--- src/rtl/div_unit_pkg.sv ---
// Shared definitions for the multi-cycle divider: width and FSM state encodings.
package div_unit_pkg;

    localparam int unsigned DIV_WIDTH = 32;

    typedef enum logic [1:0] {
        DIV_ST_IDLE = 2'd0,
        DIV_ST_CALC = 2'd1,
        DIV_ST_FIX  = 2'd2
    } div_state_e;

endpackage

--- src/rtl/div_step.sv ---
// One restoring-division iteration: shift {rem,quo} left, trial-subtract divisor,
// keep the difference and set the quotient bit when there is no borrow.
module div_step
    import div_unit_pkg::*;
#(
    parameter int unsigned WIDTH = DIV_WIDTH
) (
    input  logic [WIDTH-1:0] rem,
    input  logic [WIDTH-1:0] quo,
    input  logic [WIDTH-1:0] divisor,
    output logic [WIDTH-1:0] rem_next,
    output logic [WIDTH-1:0] quo_next
);

    logic [WIDTH:0] shifted;
    logic [WIDTH:0] diff;

    // Trial subtraction; diff[WIDTH] is the borrow while rem < divisor holds.
    always_comb begin
        shifted = {rem, quo[WIDTH-1]};
        diff    = shifted - {1'b0, divisor};
        if (!diff[WIDTH]) begin
            rem_next = diff[WIDTH-1:0];
            quo_next = {quo[WIDTH-2:0], 1'b1};
        end else begin
            rem_next = shifted[WIDTH-1:0];
            quo_next = {quo[WIDTH-2:0], 1'b0};
        end
    end

endmodule

--- src/rtl/div_unit.sv ---
// Multi-cycle DIV/DIVU unit: restoring division on magnitudes, one bit per clock,
// followed by a sign fix-up cycle. Quotient feeds LO, remainder feeds HI.
// Optional feature macro: DIV_EARLY_ZERO_EN (zero divisor skips the iterations and
// exposes the dz flag).
module div_unit
    import div_unit_pkg::*;
#(
    parameter int unsigned WIDTH = DIV_WIDTH
) (
    input  logic             clk,
    input  logic             rst_n,
    input  logic             start,
    input  logic             is_signed,
    input  logic [WIDTH-1:0] dividend,
    input  logic [WIDTH-1:0] divisor,
    output logic             busy,
    output logic             done,
    output logic [WIDTH-1:0] quotient,
    output logic [WIDTH-1:0] remainder
`ifdef DIV_EARLY_ZERO_EN
    ,
    output logic             dz
`endif
);

    localparam int unsigned CNT_W = $clog2(WIDTH);

    div_state_e       state, state_d;
    logic [CNT_W-1:0] cnt, cnt_d;
    logic [WIDTH-1:0] rem_acc, rem_acc_d;
    logic [WIDTH-1:0] quo_acc, quo_acc_d;
    logic [WIDTH-1:0] div_mag, div_mag_d;
    logic [WIDTH-1:0] dvd_raw, dvd_raw_d;
    logic             sign_q, sign_q_d;
    logic             sign_r, sign_r_d;
    logic             zero, zero_d;
    logic             busy_d, done_d;
    logic [WIDTH-1:0] quotient_d, remainder_d;
    logic [WIDTH-1:0] step_rem, step_quo;
    logic [WIDTH-1:0] a_mag, b_mag;
    logic             a_neg, b_neg;
`ifdef DIV_EARLY_ZERO_EN
    logic             dz_d;
`endif

    // Operand magnitudes; negative only matters in signed mode.
    always_comb begin
        a_neg = is_signed & dividend[WIDTH-1];
        b_neg = is_signed & divisor[WIDTH-1];
        a_mag = a_neg ? (~dividend + WIDTH'(1)) : dividend;
        b_mag = b_neg ? (~divisor + WIDTH'(1)) : divisor;
    end

    div_step #(.WIDTH(WIDTH)) u_step (
        .rem      (rem_acc),
        .quo      (quo_acc),
        .divisor  (div_mag),
        .rem_next (step_rem),
        .quo_next (step_quo)
    );

    // Next-state and next-value logic for the FSM and datapath.
    always_comb begin
        state_d     = state;
        cnt_d       = cnt;
        rem_acc_d   = rem_acc;
        quo_acc_d   = quo_acc;
        div_mag_d   = div_mag;
        dvd_raw_d   = dvd_raw;
        sign_q_d    = sign_q;
        sign_r_d    = sign_r;
        zero_d      = zero;
        busy_d      = busy;
        done_d      = 1'b0;
        quotient_d  = quotient;
        remainder_d = remainder;
`ifdef DIV_EARLY_ZERO_EN
        dz_d        = dz;
`endif
        case (state)
            DIV_ST_IDLE: begin
                if (start) begin
                    rem_acc_d = '0;
                    quo_acc_d = a_mag;
                    div_mag_d = b_mag;
                    dvd_raw_d = dividend;
                    sign_q_d  = a_neg ^ b_neg;
                    sign_r_d  = a_neg;
                    zero_d    = (divisor == '0);
                    cnt_d     = '0;
                    busy_d    = 1'b1;
                    state_d   = DIV_ST_CALC;
`ifdef DIV_EARLY_ZERO_EN
                    dz_d      = 1'b0;
                    if (divisor == '0) begin
                        state_d = DIV_ST_FIX;
                    end
`endif
                end
            end
            DIV_ST_CALC: begin
                rem_acc_d = step_rem;
                quo_acc_d = step_quo;
                cnt_d     = cnt + CNT_W'(1);
                if (cnt == CNT_W'(WIDTH - 1)) begin
                    state_d = DIV_ST_FIX;
                end
            end
            DIV_ST_FIX: begin
                busy_d  = 1'b0;
                done_d  = 1'b1;
                state_d = DIV_ST_IDLE;
                if (zero) begin
                    quotient_d  = '1;
                    remainder_d = dvd_raw;
                end else begin
                    quotient_d  = sign_q ? (~quo_acc + WIDTH'(1)) : quo_acc;
                    remainder_d = sign_r ? (~rem_acc + WIDTH'(1)) : rem_acc;
                end
`ifdef DIV_EARLY_ZERO_EN
                dz_d = zero;
`endif
            end
            default: begin
                state_d = DIV_ST_IDLE;
                busy_d  = 1'b0;
            end
        endcase
    end

    // State register.
    always_ff @(posedge clk) begin
        if (!rst_n) begin
            state <= DIV_ST_IDLE;
        end else begin
            state <= state_d;
        end
    end

    // Datapath and output registers; reset aborts any operation in flight.
    always_ff @(posedge clk) begin
        if (!rst_n) begin
            cnt       <= '0;
            rem_acc   <= '0;
            quo_acc   <= '0;
            div_mag   <= '0;
            dvd_raw   <= '0;
            sign_q    <= 1'b0;
            sign_r    <= 1'b0;
            zero      <= 1'b0;
            busy      <= 1'b0;
            done      <= 1'b0;
            quotient  <= '0;
            remainder <= '0;
`ifdef DIV_EARLY_ZERO_EN
            dz        <= 1'b0;
`endif
        end else begin
            cnt       <= cnt_d;
            rem_acc   <= rem_acc_d;
            quo_acc   <= quo_acc_d;
            div_mag   <= div_mag_d;
            dvd_raw   <= dvd_raw_d;
            sign_q    <= sign_q_d;
            sign_r    <= sign_r_d;
            zero      <= zero_d;
            busy      <= busy_d;
            done      <= done_d;
            quotient  <= quotient_d;
            remainder <= remainder_d;
`ifdef DIV_EARLY_ZERO_EN
            dz        <= dz_d;
`endif
        end
    end

endmodule

--- config.mk ---
export PLATFORM = sky130hd
export DESIGN_NAME = div_unit
export DESIGN_NICKNAME = d
export VERILOG_FILES = /design/src/rtl/div_unit_pkg.sv /design/src/rtl/div_step.sv /design/src/rtl/div_unit.sv
export SDC_FILE = /design/constraint.sdc
export NUM_CORES = 1
export LEC_CHECK = 0
export ABC_AREA = 1
export CAP_MARGIN = 20
export CORE_MARGIN = 2
export CORE_UTILIZATION = 50
export DETAILED_ROUTE_END_ITERATION = 10
export PLACE_DENSITY_LB_ADDON = 0.3
export SYNTH_ARGS = -nofsm -noshare
export SYNTH_HDL_FRONTEND = slang
export SYNTH_SLANG_ARGS = --single-unit
--- constraint.sdc ---
create_clock -name clk -period 2.24 [get_ports clk]
set_input_delay 0.448 -clock clk [delete_from_list [all_inputs] [get_ports clk]]
set_output_delay 0.448 -clock clk [all_outputs]
set_load 0.01 [all_outputs]
Word level (Yosys, flattened, before mapping)
Index checks and enable logic that the tools add are counted.
{"block": "classes", "eq_ne": 5, "n_reduce_logical": 7, "bitwise_logic": 8, "addsub": 6, "muxes": 20}
{"operator": "32-bit 2-to-1 mux", "n": 9}
{"operator": "32-bit by 1-bit adder with 32-bit output (second input constant)", "n": 4}
{"operator": "32-bit inverter", "n": 4}
{"operator": "32-bit one-hot mux with 2 select lines", "n": 2}
{"operator": "33-bit by 32-bit subtractor with 33-bit output", "n": 1}
{"operator": "32-bit logical NOT", "n": 1}
{"operator": "5-bit one-hot mux with 2 select lines", "n": 1}
{"operator": "2-bit AND reduction", "n": 4}
{"operator": "5-bit by 1-bit adder with 5-bit output (second input constant)", "n": 1}
{"operator": "5-bit equality test (second input constant)", "n": 1}
{"operator": "5-bit 2-to-1 mux", "n": 1}
{"operator": "2-bit 2-to-1 mux", "n": 2}
{"operator": "2-bit inequality test (second input constant)", "n": 2}
{"operator": "2-bit one-hot mux with 2 select lines", "n": 1}
{"operator": "1-bit 2-to-1 mux", "n": 3}
{"operator": "1-bit bitwise AND", "n": 2}
{"operator": "2-bit by 1-bit equality test with 1-bit output (second input constant)", "n": 1}
{"operator": "2-bit equality test (second input constant)", "n": 1}
{"operator": "2-bit logical NOT", "n": 1}
{"operator": "1-bit one-hot mux with 2 select lines", "n": 1}
{"operator": "2-bit nonzero test", "n": 1}
{"operator": "1-bit inverter", "n": 1}
{"operator": "1-bit XOR", "n": 1}
{"block": "word_totals", "output_inout_bits": 66, "reg_bits": 204}

Depth between registers and ports, before layout
{"block": "depth", "depth_word": 5, "mapped_depth": 18}

Modules after synthesis
Synthesis repeated with hierarchy kept, for this count alone.
{"block": "hier_totals", "hier_cells": 2501, "area_unflattened_um2": 14745.4}
{"mod": "div_unit", "seq_area_each_um2": 4083.9, "n_inst": 1, "cells_per_inst": 1787, "area_per_inst_um2": 11349.6}
{"mod": "div_step", "seq_area_each_um2": 0.0, "n_inst": 1, "cells_per_inst": 714, "area_per_inst_um2": 3395.8}

Worst setup path before layout
Ideal clock, no wire load.
{"block": "synth_path", "kind": "reg2reg", "start": "register quo_acc[31]", "end": "register rem_acc[13]", "setup_ps": 139, "path_slack_ps": 5, "required_time_ps": 2101, "stages_incl_launch_ff": 19, "t_arrival_ps": 2096, "cell_sequence": "dfxtp_1 inv_1 ha_1 fa_1 inv_1 nand2_1 nand2_1 nand3_2 nand2_4 nand2_4 nand2_4 nand2_4 nand2_4 nand2_4 nand2_8 buf_12 nand2_4 nand3_2 a21oi_2"}
{"block": "synth_between", "elab_chain_len": 3}
{"item": "start, declared", "line_no": "div_unit.sv:31", "rtl": "logic [WIDTH-1:0] quo_acc, quo_acc_d;"}
{"item": "start signal, assigned", "line_no": "div_unit.sv:161", "rtl": "quo_acc <= quo_acc_d;"}
{"item": "33-bit by 32-bit subtractor with 33-bit output", "line_no": "div_step.sv:21", "rtl": "diff = shifted - {1'b0, divisor};"}
{"item": "32-bit 2-to-1 mux", "line_no": "div_step.sv:22", "rtl": "if (!diff[WIDTH]) begin"}
{"item": "32-bit one-hot mux with 2 select lines", "line_no": "div_unit.sv:80", "rtl": "case (state)"}
{"item": "end signal, assigned", "line_no": "div_unit.sv:160", "rtl": "rem_acc <= rem_acc_d;"}
{"item": "end, declared", "line_no": "div_unit.sv:30", "rtl": "logic [WIDTH-1:0] rem_acc, rem_acc_d;"}
No other way between the ends.
A chain may end at the register's enable or synchronous reset.

Final worst setup path
{"block": "layout_path", "start": "register quo_acc[31]", "end": "register rem_acc[26]"}
The elaborated chain is that of the path after synthesis.

==> qor.csv <==
stage,metric,value,unit
synth,Mapped Area,14200,µm²
sta,Final Slew Violations,0,
pwr,switching power as a share of total power,49.9,%
worst_setup_path,largest fanout on the critical path,8,
routing,violation count after the first detailed-routing iteration,1763,
worst_setup_path,CP Data Required Time,2.68,ns
die,standard-cell row count,61,
die,effective utilization at floorplan,50.9,%
sta,RSZ-0062 raised after global routing,yes,
clock_network,Clock Sink Count,204,
worst_hold_path,worst hold path type,in -> reg,
pwr,Net Switching,13700,µW
sta,crit path time final,2.27,ns
place,Port Buffer Count,133,
routing,vias after detailed routing,16000,
synth,cell count after synthesis,2240,
synth,Ys Warns,0,
global_routing,global route overflow,0,
layout,antenna cell count,0,
die,die extent in y,172,µm
clock_network,number of hold buffers added after cts,0,
pwr,clock network power share,14.7,%
pwr,Max rail drop VDD,1230,µV
global_routing,pin count of the biggest net entering global routing,78,
clock_network,clock transition at the register clock pins on the worst setup and hold paths after CTS,0.06,ns
routing,DR vias/cell,5.47,
synth,cell taking the most area after synthesis,sky130_fd_sc_hd__dfxtp_1,
die,top-level I/O count,134,
synth,post-synthesis area per instance,6.33,µm²
global_routing,number of global-route vias before repair,14500,
worst_setup_path,most numerous cell on the critical path,sky130_fd_sc_hd__nand2_4,
pwr,power density cells,1480,nW/µm²
sta,Fin Hold WS,0.430,ns
layout,share of cells above drive strength 1,17.2,%
clock_network,clk_lat worst skew,0.53,ns
sta,upper clock frequency limit,0.440,GHz
pwr,combinational group share of total power,68.9,%
clock_network,TritonCTS clock tree,yes,
worst_setup_path,biggest cell delay along the critical path,0.38,ns
synth,ys flop type,sky130_fd_sc_hd__dfxtp_1,
layout,area of the multi-input gates,8760,µm²
worst_setup_path,CP top delay family,simple AND/OR/NAND/NOR gates,
synth,ranking of synthesized cells by area,"sky130_fd_sc_hd__dfxtp_1, sky130_fd_sc_hd__nand2_1, sky130_fd_sc_hd__inv_1",
synth,fraction of the mapped netlist area in compound gates,18.0,%
routing,number of detailed-route iterations in the first pass,6,
sta,tightest slew margin relative to the limit,57.2,%
layout,number of nets in the final layout,2637,
sta,number of hold violations in the final report,0,
layout,layout filler cell count,2506,
sta,final setup violation count,13,
worst_setup_path,"Buf+Inv Stages, Crit Path",3,
synth,number of synthesized register bits,204,
synth,number of distinct library cells after synthesis,53,
place,Final Wtd Congestion,0.976,
global_routing,first-pass GRT wire length,74.5,mm
sta,final worst-path setup slack,-0.0335,ns
sta,clock skew after layout,0.0258,ns
layout,signed area change from the synthesized netlist to the final layout,31.2,%
synth,dominant cell by count in the synthesized netlist,sky130_fd_sc_hd__nand2_1,
run_status,violations in the final reports,setup timing,
clock_network,maximum level of the CTS H-tree,1,
routing,DR WL/cell,16.6,µm
pwr,leak pwr,0.00893,µW
pwr,register share of total power,16.5,%
synth,adder-cell area share of the yosys netlist,3.49,%
place,Placement Setup Slack,-0.337,ns
synth,Synth top cells by count,"sky130_fd_sc_hd__nand2_1, sky130_fd_sc_hd__inv_1, sky130_fd_sc_hd__nor2_1",
global_routing,total global-route track usage,31.7,%
clock_network,root buffer cell,sky130_fd_sc_hd__clkbuf_16,
routing,number of nets with antenna violations after routing,0,
worst_setup_path,master of the slowest instance on the critical path,sky130_fd_sc_hd__fa_2,
layout,utilization of the core after routing,66.8,%
routing,total wire length,48.4,mm
synth,dominant combinational cell family by area after synthesis,simple AND/OR/NAND/NOR gates,
synth,share of Yosys cell area claimed by the top area cell type,28.8,%
worst_setup_path,Worst setup EP type,register,
synth,Synthesized Nets,2347,
die,Die Span X,172,µm
die,core box area,27900,µm²
clock_network,Num CTS Buffers,24,
sta,"Period Utilization, post-route",101,%
synth,number of enable flip-flop cells after synthesis,0,
synth,proportion of synthesized area in mux cells,0,%
clock_network,Longest Clk Path Bufs,3,
worst_setup_path,launching element type of the critical path,register,
worst_setup_path,arrival time reported for the critical path endpoint,2.72,ns
global_routing,antenna violations before repair,0,
pwr,cell-internal power,13800,µW
sta,transition at the pin with the smallest max-transition slack,0.636,ns
die,DIE AREA,29700,µm²
place,post-detail-place hpwl,37.1,mm
synth,register area share after synthesis,28.8,%
layout,sequential cell area in the final layout,4090,µm²
synth,"area fraction in and, or, nand and nor cells after synthesis",33.5,%
synth,share of flip-flops with an asynchronous set or reset after synthesis,0,%
routing,DRC violation count after routing,0,
worst_setup_path,path type of the worst setup path,reg -> reg,
synth,parity-gate share of the synthesized area counting xor and xnor cells,4.39,%
run_status,result of the run,"finished, violations left",
worst_setup_path,worst path cell trace,inv_4 -> ha_4 -> fa_2 -> inv_2 -> nand2_2 -> nand2_2 -> nand3_2 -> nand2_4 -> nand2_4 -> nand2_4 -> nand2_4 -> nand3_4 -> nand2_8 -> buf_12 -> nand2_2 -> nand3_2 -> a21oi_2,
job,max_cap viols,0,
final timing paths:
kind	end	from	cells after the start	slack [ns]
hold / removal	quo_acc[28]	rst_n	4	0.43
setup reg to reg	rem_acc[26]	quo_acc[31]	17	-0.03
setup / recovery	rem_acc[26]	quo_acc[31]	17	-0.03
hold reg to reg	dvd_raw[27]	dvd_raw[27]	2	0.45
layout by cell type (no fill, tap or decap), drive strengths merged, types with 16 or more instances in the layout:
cell type / instances
o211ai: 16
dfxtp: 204
xnor2: 26
nand2: 578
nand4: 23
ha: 38
clkdlybuf4s50: 132
o221ai: 21
xor2: 45
buf: 222
nor3: 37
o21ai: 131
inv: 339
nor2: 217
a21oi: 204
clkbuf: 33
nand3: 187
per-stage QoR:
stage / setup TNS [ns] / cells / instance area, µm² / total power [µW]
5_1_grt: -3.07 / 2925 / 18600 / 29500
2_1_floorplan: 0 / 2240 / 14200 / 16600
4_1_cts: -0.00232 / 2924 / 18300 / 26500
6_report: -0.177 / 2925 / 18600 / 27500
3_5_place_dp: -8.75 / 2881 / 17400 / 22300
3_3_place_gp: -5.49 / 2881 / 17400 / 22000
cells by family after synthesis:
family	count (synthesis)
AND/OR/NAND/NOR	1061
buffers and inverters	431
XOR/XNOR	71
adder cells (fa/ha/maj)	39
AO/OA/AOI/OAI	434
flip-flops	204
metal layers:
layer | part of all wire [%] | wire length (µm) | vias to the layer above | track usage (%)
li1 | - | - | 7847 | -
met1 | 45 | 21800 | 7400 | 45.2
met2 | 44 | 21500 | 681 | 49.4
met3 | 8.4 | 4070 | 70 | 5.01
met4 | 2.3 | 1090 | 0 | 8.55
met5 | 0 | 0 | - | 0
power by group through the flow:
stage                     Clock [µW]  Combinational [µW]  Sequential, µW
after floorplan                    0               12100            4450
after global placement             0               17400            4540
after detailed placement           0               17700            4550
after CTS                       4080               17900            4470
after global routing            4240               20700            4560
final                           4040               18900            4530
worst register-to-register path, stage by stage, from the launching register on:
cell and delay, ns:
sky130_fd_sc_hd__dfxtp_2 0.35, sky130_fd_sc_hd__inv_4 0.06, sky130_fd_sc_hd__ha_4 0.16, sky130_fd_sc_hd__fa_2 0.38, sky130_fd_sc_hd__inv_2 0.08, sky130_fd_sc_hd__nand2_2 0.05, sky130_fd_sc_hd__nand2_2 0.08, sky130_fd_sc_hd__nand3_2 0.09
sky130_fd_sc_hd__nand2_4 0.09, sky130_fd_sc_hd__nand2_4 0.05, sky130_fd_sc_hd__nand2_4 0.07, sky130_fd_sc_hd__nand2_4 0.07, sky130_fd_sc_hd__nand3_4 0.14, sky130_fd_sc_hd__nand2_8 0.10, sky130_fd_sc_hd__buf_12 0.17, sky130_fd_sc_hd__nand2_2 0.07
sky130_fd_sc_hd__nand3_2 0.07, sky130_fd_sc_hd__a21oi_2 0.14
sequential cells by signal, summed over array words and instances, names as in the netlist:
signal	cells
rem_acc	32
state	2
quo_acc	32
zero	1
cnt	5
sign_r	1
div_mag	32
sign_q	1
quotient	32
dvd_raw	32
done	1
busy	1
remainder	32
repair_timing:
action / CTS / global route
resized for setup: 9 / 69
pin swaps: 0 / 13
setup buffers: 0 / 1
endpoints found under the setup margin: 33 / 47
final cells by class:
cell class / instances / area share (%)
Clock buffer: 33 / 3.68
Sequential cell: 204 / 22.0
Clock inverter: 10 / 0.754
Timing Repair Buffer: 354 / 17.1
Tap cell: 378 / 2.54
Inverter: 341 / 6.91
Multi-Input combinational cell: 1605 / 47.1
No activity file was read; power rests on OpenSTA's default activity.
